## src/rtl/conv_frame_ctrl.sv

```systemverilog
// conv_frame_ctrl: frame sequencer and kernel configuration for the 3x3 RGB
// convolution datapath. Counts input transfers, tracks window warm-up and the
// window centre, and switches kernels only at frame boundaries.
module conv_frame_ctrl #(
   parameter int WIDTH     = 320,
   parameter int HEIGHT    = 240,
   parameter int BW        = 8,
   parameter int PRIME_LEN = 2*WIDTH+3
) (
   input  logic            clk,
   input  logic            rst_n,
   input  logic            in_valid,
   input  logic            in_ready,
   input  logic [1:0]      mode_sel,
   output logic [9*BW-1:0] coeff,
   output logic [3:0]      shift,
   output logic [1:0]      active_mode,
   output logic            conv_ready,
   output logic            border,
   output logic            sof,
   output logic            eof,
   output logic [15:0]     frame_cnt
);

   localparam int NPIX = WIDTH*HEIGHT;
   localparam int PW   = (NPIX > 1)   ? $clog2(NPIX)   : 1;
   localparam int CW   = (WIDTH > 1)  ? $clog2(WIDTH)  : 1;
   localparam int RW   = (HEIGHT > 1) ? $clog2(HEIGHT) : 1;

   localparam logic [PW-1:0] LAST_PIX   = PW'(NPIX-1);
   localparam logic [PW-1:0] PRIME_LAST = PW'(PRIME_LEN-1);
   localparam logic [CW-1:0] COL_LAST   = CW'(WIDTH-1);

   typedef enum logic [1:0] {
      ST_IDLE  = 2'd0,
      ST_PRIME = 2'd1,
      ST_RUN   = 2'd2
   } state_t;

   // Kernel taps for a mode; h[0] lands in the LSBs, negatives sign-extended to BW.
   function automatic logic [9*BW-1:0] kernel_coeff(input logic [1:0] mode);
      int taps [9];
      case (mode)
         2'd1:    taps = '{1, 2, 1, 2, 4, 2, 1, 2, 1};
         2'd2:    taps = '{-1, -1, -1, -1, 8, -1, -1, -1, -1};
         2'd3:    taps = '{0, -1, 0, -1, 5, -1, 0, -1, 0};
         default: taps = '{0, 0, 0, 0, 1, 0, 0, 0, 0};
      endcase
      kernel_coeff = '0;
      for (int i = 0; i < 9; i++) begin
         kernel_coeff[i*BW +: BW] = BW'(taps[i]);
      end
   endfunction

   // Normalisation shift for a mode; only the gaussian needs scaling (sum 16).
   function automatic logic [3:0] kernel_shift(input logic [1:0] mode);
      case (mode)
         2'd1:    kernel_shift = 4'd4;
         default: kernel_shift = 4'd0;
      endcase
   endfunction

   state_t          r_state;
   logic [PW-1:0]   r_pix_cnt;
   logic [CW-1:0]   r_ctr_col;
   logic [RW-1:0]   r_ctr_row;
   logic [1:0]      r_active_mode;
   logic [9*BW-1:0] r_coeff;
   logic [3:0]      r_shift;
   logic            r_conv_ready;
   logic            r_border;
   logic            r_sof;
   logic            r_eof;
   logic [15:0]     r_frame_cnt;

   logic            w_xfer;
   logic            w_wrap;
   logic            w_col_end;
   logic [CW-1:0]   w_col_nx;
   logic [RW-1:0]   w_row_nx;
   logic            w_border_nx;

   assign w_xfer      = in_valid & in_ready;
   assign w_wrap      = (r_pix_cnt == LAST_PIX);
   assign w_col_end   = (r_ctr_col == COL_LAST);
   assign w_col_nx    = w_col_end ? '0 : (r_ctr_col + CW'(1));
   assign w_row_nx    = w_col_end ? (r_ctr_row + RW'(1)) : r_ctr_row;
   assign w_border_nx = (w_col_nx == '0) || (w_col_nx == COL_LAST);

   // Frame sequencer: state, counters, pulses and kernel selection in one place.
   always_ff @(posedge clk or negedge rst_n) begin
      if (!rst_n) begin
         r_state       <= ST_IDLE;
         r_pix_cnt     <= '0;
         r_ctr_col     <= '0;
         r_ctr_row     <= '0;
         r_active_mode <= 2'd0;
         r_coeff       <= kernel_coeff(2'd0);
         r_shift       <= 4'd0;
         r_conv_ready  <= 1'b0;
         r_border      <= 1'b0;
         r_sof         <= 1'b0;
         r_eof         <= 1'b0;
         r_frame_cnt   <= 16'd0;
      end else begin
         r_sof <= 1'b0;
         r_eof <= 1'b0;
         case (r_state)
            ST_IDLE: begin
               // No frame in flight yet, so the kernel may track the request freely.
               r_active_mode <= mode_sel;
               r_coeff       <= kernel_coeff(mode_sel);
               r_shift       <= kernel_shift(mode_sel);
               if (w_xfer) begin
                  r_state   <= ST_PRIME;
                  r_sof     <= 1'b1;
                  r_pix_cnt <= PW'(1);
               end
            end
            ST_PRIME, ST_RUN: begin
               if (w_xfer) begin
                  r_sof <= (r_pix_cnt == '0);
                  // The centre keeps moving on the closing transfer so it ends at (H-2, W-2).
                  if (r_state == ST_RUN) begin
                     r_ctr_col <= w_col_nx;
                     r_ctr_row <= w_row_nx;
                  end
                  if (w_wrap) begin
                     // Frame boundary outranks warm-up; the kernel is latched here only.
                     r_state       <= ST_PRIME;
                     r_pix_cnt     <= '0;
                     r_conv_ready  <= 1'b0;
                     r_border      <= 1'b0;
                     r_eof         <= 1'b1;
                     r_frame_cnt   <= r_frame_cnt + 16'd1;
                     r_active_mode <= mode_sel;
                     r_coeff       <= kernel_coeff(mode_sel);
                     r_shift       <= kernel_shift(mode_sel);
                  end else if ((r_state == ST_PRIME) && (r_pix_cnt == PRIME_LAST)) begin
                     // Window just filled: first valid centre is (1,1).
                     r_state      <= ST_RUN;
                     r_pix_cnt    <= r_pix_cnt + PW'(1);
                     r_conv_ready <= 1'b1;
                     r_ctr_col    <= CW'(1);
                     r_ctr_row    <= RW'(1);
                     r_border     <= (COL_LAST == CW'(1));
                  end else begin
                     r_pix_cnt <= r_pix_cnt + PW'(1);
                     if (r_state == ST_RUN) begin
                        r_border <= w_border_nx;
                     end else begin
                        r_border <= 1'b0;
                     end
                  end
               end
            end
            default: begin
               r_state <= ST_IDLE;
            end
         endcase
      end
   end

   assign coeff       = r_coeff;
   assign shift       = r_shift;
   assign active_mode = r_active_mode;
   assign conv_ready  = r_conv_ready;
   assign border      = r_border;
   assign sof         = r_sof;
   assign eof         = r_eof;
   assign frame_cnt   = r_frame_cnt;

endmodule

```

## config.mk

```make
export PLATFORM = sky130hd
export DESIGN_NAME = conv_frame_ctrl
export DESIGN_NICKNAME = d
export VERILOG_FILES = /design/src/rtl/conv_frame_ctrl.sv
export SDC_FILE = /design/constraint.sdc
export NUM_CORES = 1
export LEC_CHECK = 0
export BUFFER_PORTS_ARGS = -buffer_cell sky130_fd_sc_hd__buf_2
export CORE_AREA = 5 5 87 89
export DETAILED_ROUTE_END_ITERATION = 12
export DIE_AREA = 0 0 92 94
export PLACE_DENSITY_LB_ADDON = 0.05
export SLEW_MARGIN = 20
export SYNTH_ARGS = -nofsm -noshare
export SYNTH_HDL_FRONTEND = slang
export SYNTH_SLANG_ARGS = --single-unit
```

## constraint.sdc

```tcl
create_clock -name clk -period 4.36 [get_ports clk]
set_input_delay 0.436 -clock clk [delete_from_list [all_inputs] [get_ports clk]]
set_output_delay 0.436 -clock clk [all_outputs]
set_load 0.02 [all_outputs]
```

==> impl_metrics.yaml <==
status:
  outcome: "finished clean"
floorplanning:
  placement_rows: 30
  core_um2: 6680
  dieArea_um2: 8650
  die_h_um: 94
  io_pins: 104
  die_w_um: 92
  initial_utilization: 0.549
final_layout:
  layout-drive-gt1-share: 0.310
  stdcell_area_um2: 3870
  layout_commonest_cell: "buf_2"
  area_growth_pct: 5.49
  layout_common_cells: "buf_2, dfrtp_1, nand2_1"
  fin_util: 0.579
  num-nets-final: 436
  diodes: 0
  fin_cells: 500
clock_network:
  ctsHoldBuffers: 0
  cts_max_level: 3
  tritoncts: "done"
  clkLatencyLatePin_ns: 0.33
  root_buffer: "clkbuf_8"
  cts.clk_slew.worst_paths_ns: 0.07
  clk_path_buf_depth: 2
  post_cts_buffers: 0
  ctsResizeCount: 0
  cts.sinks: 57
  cts_buffers: 9
synth:
  synth.area.mux_share: 0.0324
  synth.yosys.warnings: 0
  async_reset_ff_frac: 1.00
  ys_seq_elements: 57
  synth_compound_area_frac: 0.0910
  syn-cell-area_um2: 3670
  synth_xor_area_frac: 0.0740
  synthAdderAreaFrac: 0.0511
  synth_seq_area_share: 0.389
  synthSimpleGateAreaFrac: 0.196
  synth_edf_count: 0
  synth_top_family_by_area: "simple AND/OR/NAND/NOR gates"
  syn-instance-count: 381
  synth_top_flop_cell: "dfrtp_1"
  synth_cell_type_count: 55
  syn_avg_cell_area_um2: 9.63
setup_path:
  cp-endpoint: "frame_cnt[13]"
  reg2reg_depth: 7
  cp-start-kind: "flop"
  worstPathMaxFanout: 12
  r2r_slack_ns: 1.86
  worstPathRequired_ns: 4.57
  crit_type: "flop to flop"
  setup.worst_path.end_class: "flop"
  crit_arrival_ns: 2.72
  worstSetupStartpoint: "r_state[0]"
  timing.rr.end: "frame_cnt[13]"
  regToRegStartpoint: "r_state[0]"
routing:
  viasPerCell: 5.34
  routedWlPerCell_um: 14.1
  vias: 2671
  routed_wl_mm: 7.03
  drc_errors: 0
  drtIter0Drc: 83
  dr.pass1.iters: 4
  ant_nets: 0
place:
  gp_congestion: 0.839
  post_dp_cell_area_um2: 3710
  post-place-cells: 484
  portBuffers: 95
  dp_hpwl_mm: 5.07
sta:
  fin_crit_sh: 0.574
  finalSetupTns_ns: 0
  drv_slew: 0
  tightestPinTransition_ns: 0.686
  finClkSkew_ns: 0.0108
  fmax_ghz: 0.400
  setup_viol: 0
  slew_headroom: 0.543
  hold_viol: 0
  fin_crit_ns: 2.50
  rsz0062_at_grt: "no"
pwr:
  switching_share: 0.471
  p_switching_mw: 1.11
  combPwrFrac: 0.512
  p_per_area_nw_per_um2: 607
  power.leakage_nw: 1.97
  clkPwrFrac: 0.174
  p_int_mw: 1.24
  total_power_mw: 2.35
  seq_power_share: 0.313
  ir_drop_mv: 0.275
global_route:
  grt_usage: 0.171
  antenna_found_initial: 0
  grt_pass1_vias: 2502
  grt_pass1_wl_mm: 11.9
  overflow: 0
  grt_start_max_net_pins: 58
job:
  drv_cap: 0
min_path:
  hold_class: "input port to async pin"
==> synthesized netlist by cell type (2+ instances only) <==
library cell	count	area [um^2]
or2_2	2	12.5
or3_1	2	12.5
dfrtp_1	56	1400
a21oi_1	6	30.0
nor4_1	7	43.8
and3_1	11	68.8
nor3_2	3	30.0
nand3_1	13	65.1
o21ai_0	13	65.1
nor3b_1	3	22.5
xnor2_1	19	166
nor2_1	25	93.8
and4b_1	2	20.0
buf_4	70	526
nand2b_1	3	18.8
inv_1	10	37.5
nand4_1	13	81.3
a31oi_1	6	37.5
nor2b_1	3	18.8
mux2_4	5	75.1
o2bb2ai_1	3	26.3
nor3_1	7	35.0
nand2_1	27	101
ha_1	15	188
o21a_1	2	15.0
mux2_2	3	33.8
a22o_1	2	17.5
xor2_1	12	105
and4_1	4	35.0
o31ai_1	2	15.0
clkbuf_1	8	30.0
==> state kept, by name, indices dropped and copies added, names as in the netlist <==
signal	cells
r_pix_cnt	17
frame_cnt	16
r_ctr_col	9
coeff	6
active_mode	2
r_state	2
border	1
conv_ready	1
eof	1
shift	1
sof	1
==> metal layers <==
layer  vias to the layer above  GRT usage  wire (um)
met4                         0     0.0631         52
met5                         -          0          0
met1                      1260      0.219       3220
met3                         4     0.0409        534
met2                        96      0.283       3220
li1                       1311          -          -
==> worst max-delay path, cell delays in order, from the launching register on <==
cell and delay [ns]:
dfrtp_1 0.40, inv_1 0.08, ha_1 0.50, and3_1 0.49, nand3_1 0.16, nor3_2 0.42, nand4_1 0.19, xnor2_1 0.15
==> per-stage QoR <==
step / worst slack (ns) / hold WS, ns
2_1_floorplan: 2.27 / 0.140
3_3_place_gp: 1.88 / 0.454
3_5_place_dp: 1.86 / 0.461
4_1_cts: 1.85 / 0.255
5_1_grt: 1.65 / 0.301
6_report: 1.86 / 0.229
==> area by class of cell <==
| cell class | count | area, um^2 |
|---|---|---|
| Tap cell | 80 | 100 |
| Clock inverter | 6 | 35.0 |
| Inverter | 10 | 37.5 |
| Fill cell | 609 | 2810 |
| Sequential cell | 57 | 1430 |
| Timing Repair Buffer | 96 | 483 |
| Clock buffer | 10 | 128 |
| Multi-Input combinational cell | 241 | 1660 |
==> how the worst min path moves through the flow <==
stage	start	end	slack (ns)	cells after the start
5_1_grt	rst_n	r_pix_cnt[5]	0.30	2
2_1_floorplan	rst_n	active_mode[0]	0.14	0
4_1_cts	rst_n	r_pix_cnt[5]	0.25	2
3_3_place_gp	frame_cnt[15]	frame_cnt[15]	0.45	1
3_5_place_dp	frame_cnt[15]	frame_cnt[15]	0.46	1
6_report	rst_n	r_pix_cnt[6]	0.23	2
==> power by group through the flow <==
stage	logic, mW	registers, mW	clock network [mW]
6_report	1.20	0.736	0.409
5_1_grt	1.29	0.764	0.449
4_1_cts	1.22	0.740	0.420
3_5_place_dp	1.21	0.750	0
3_3_place_gp	1.21	0.740	0
2_1_floorplan	1.15	0.783	0
==> kinds of logic after synthesis <==
family | count (synthesis)
buffers and inverters | 90
multiplexers | 9
flip-flops | 57
other | 1
XOR/XNOR | 31
AND/OR/NAND/NOR | 130
AO/OA/AOI/OAI | 48
adder cells (fa/ha/maj) | 15
(Power assumes the default switching activity.)
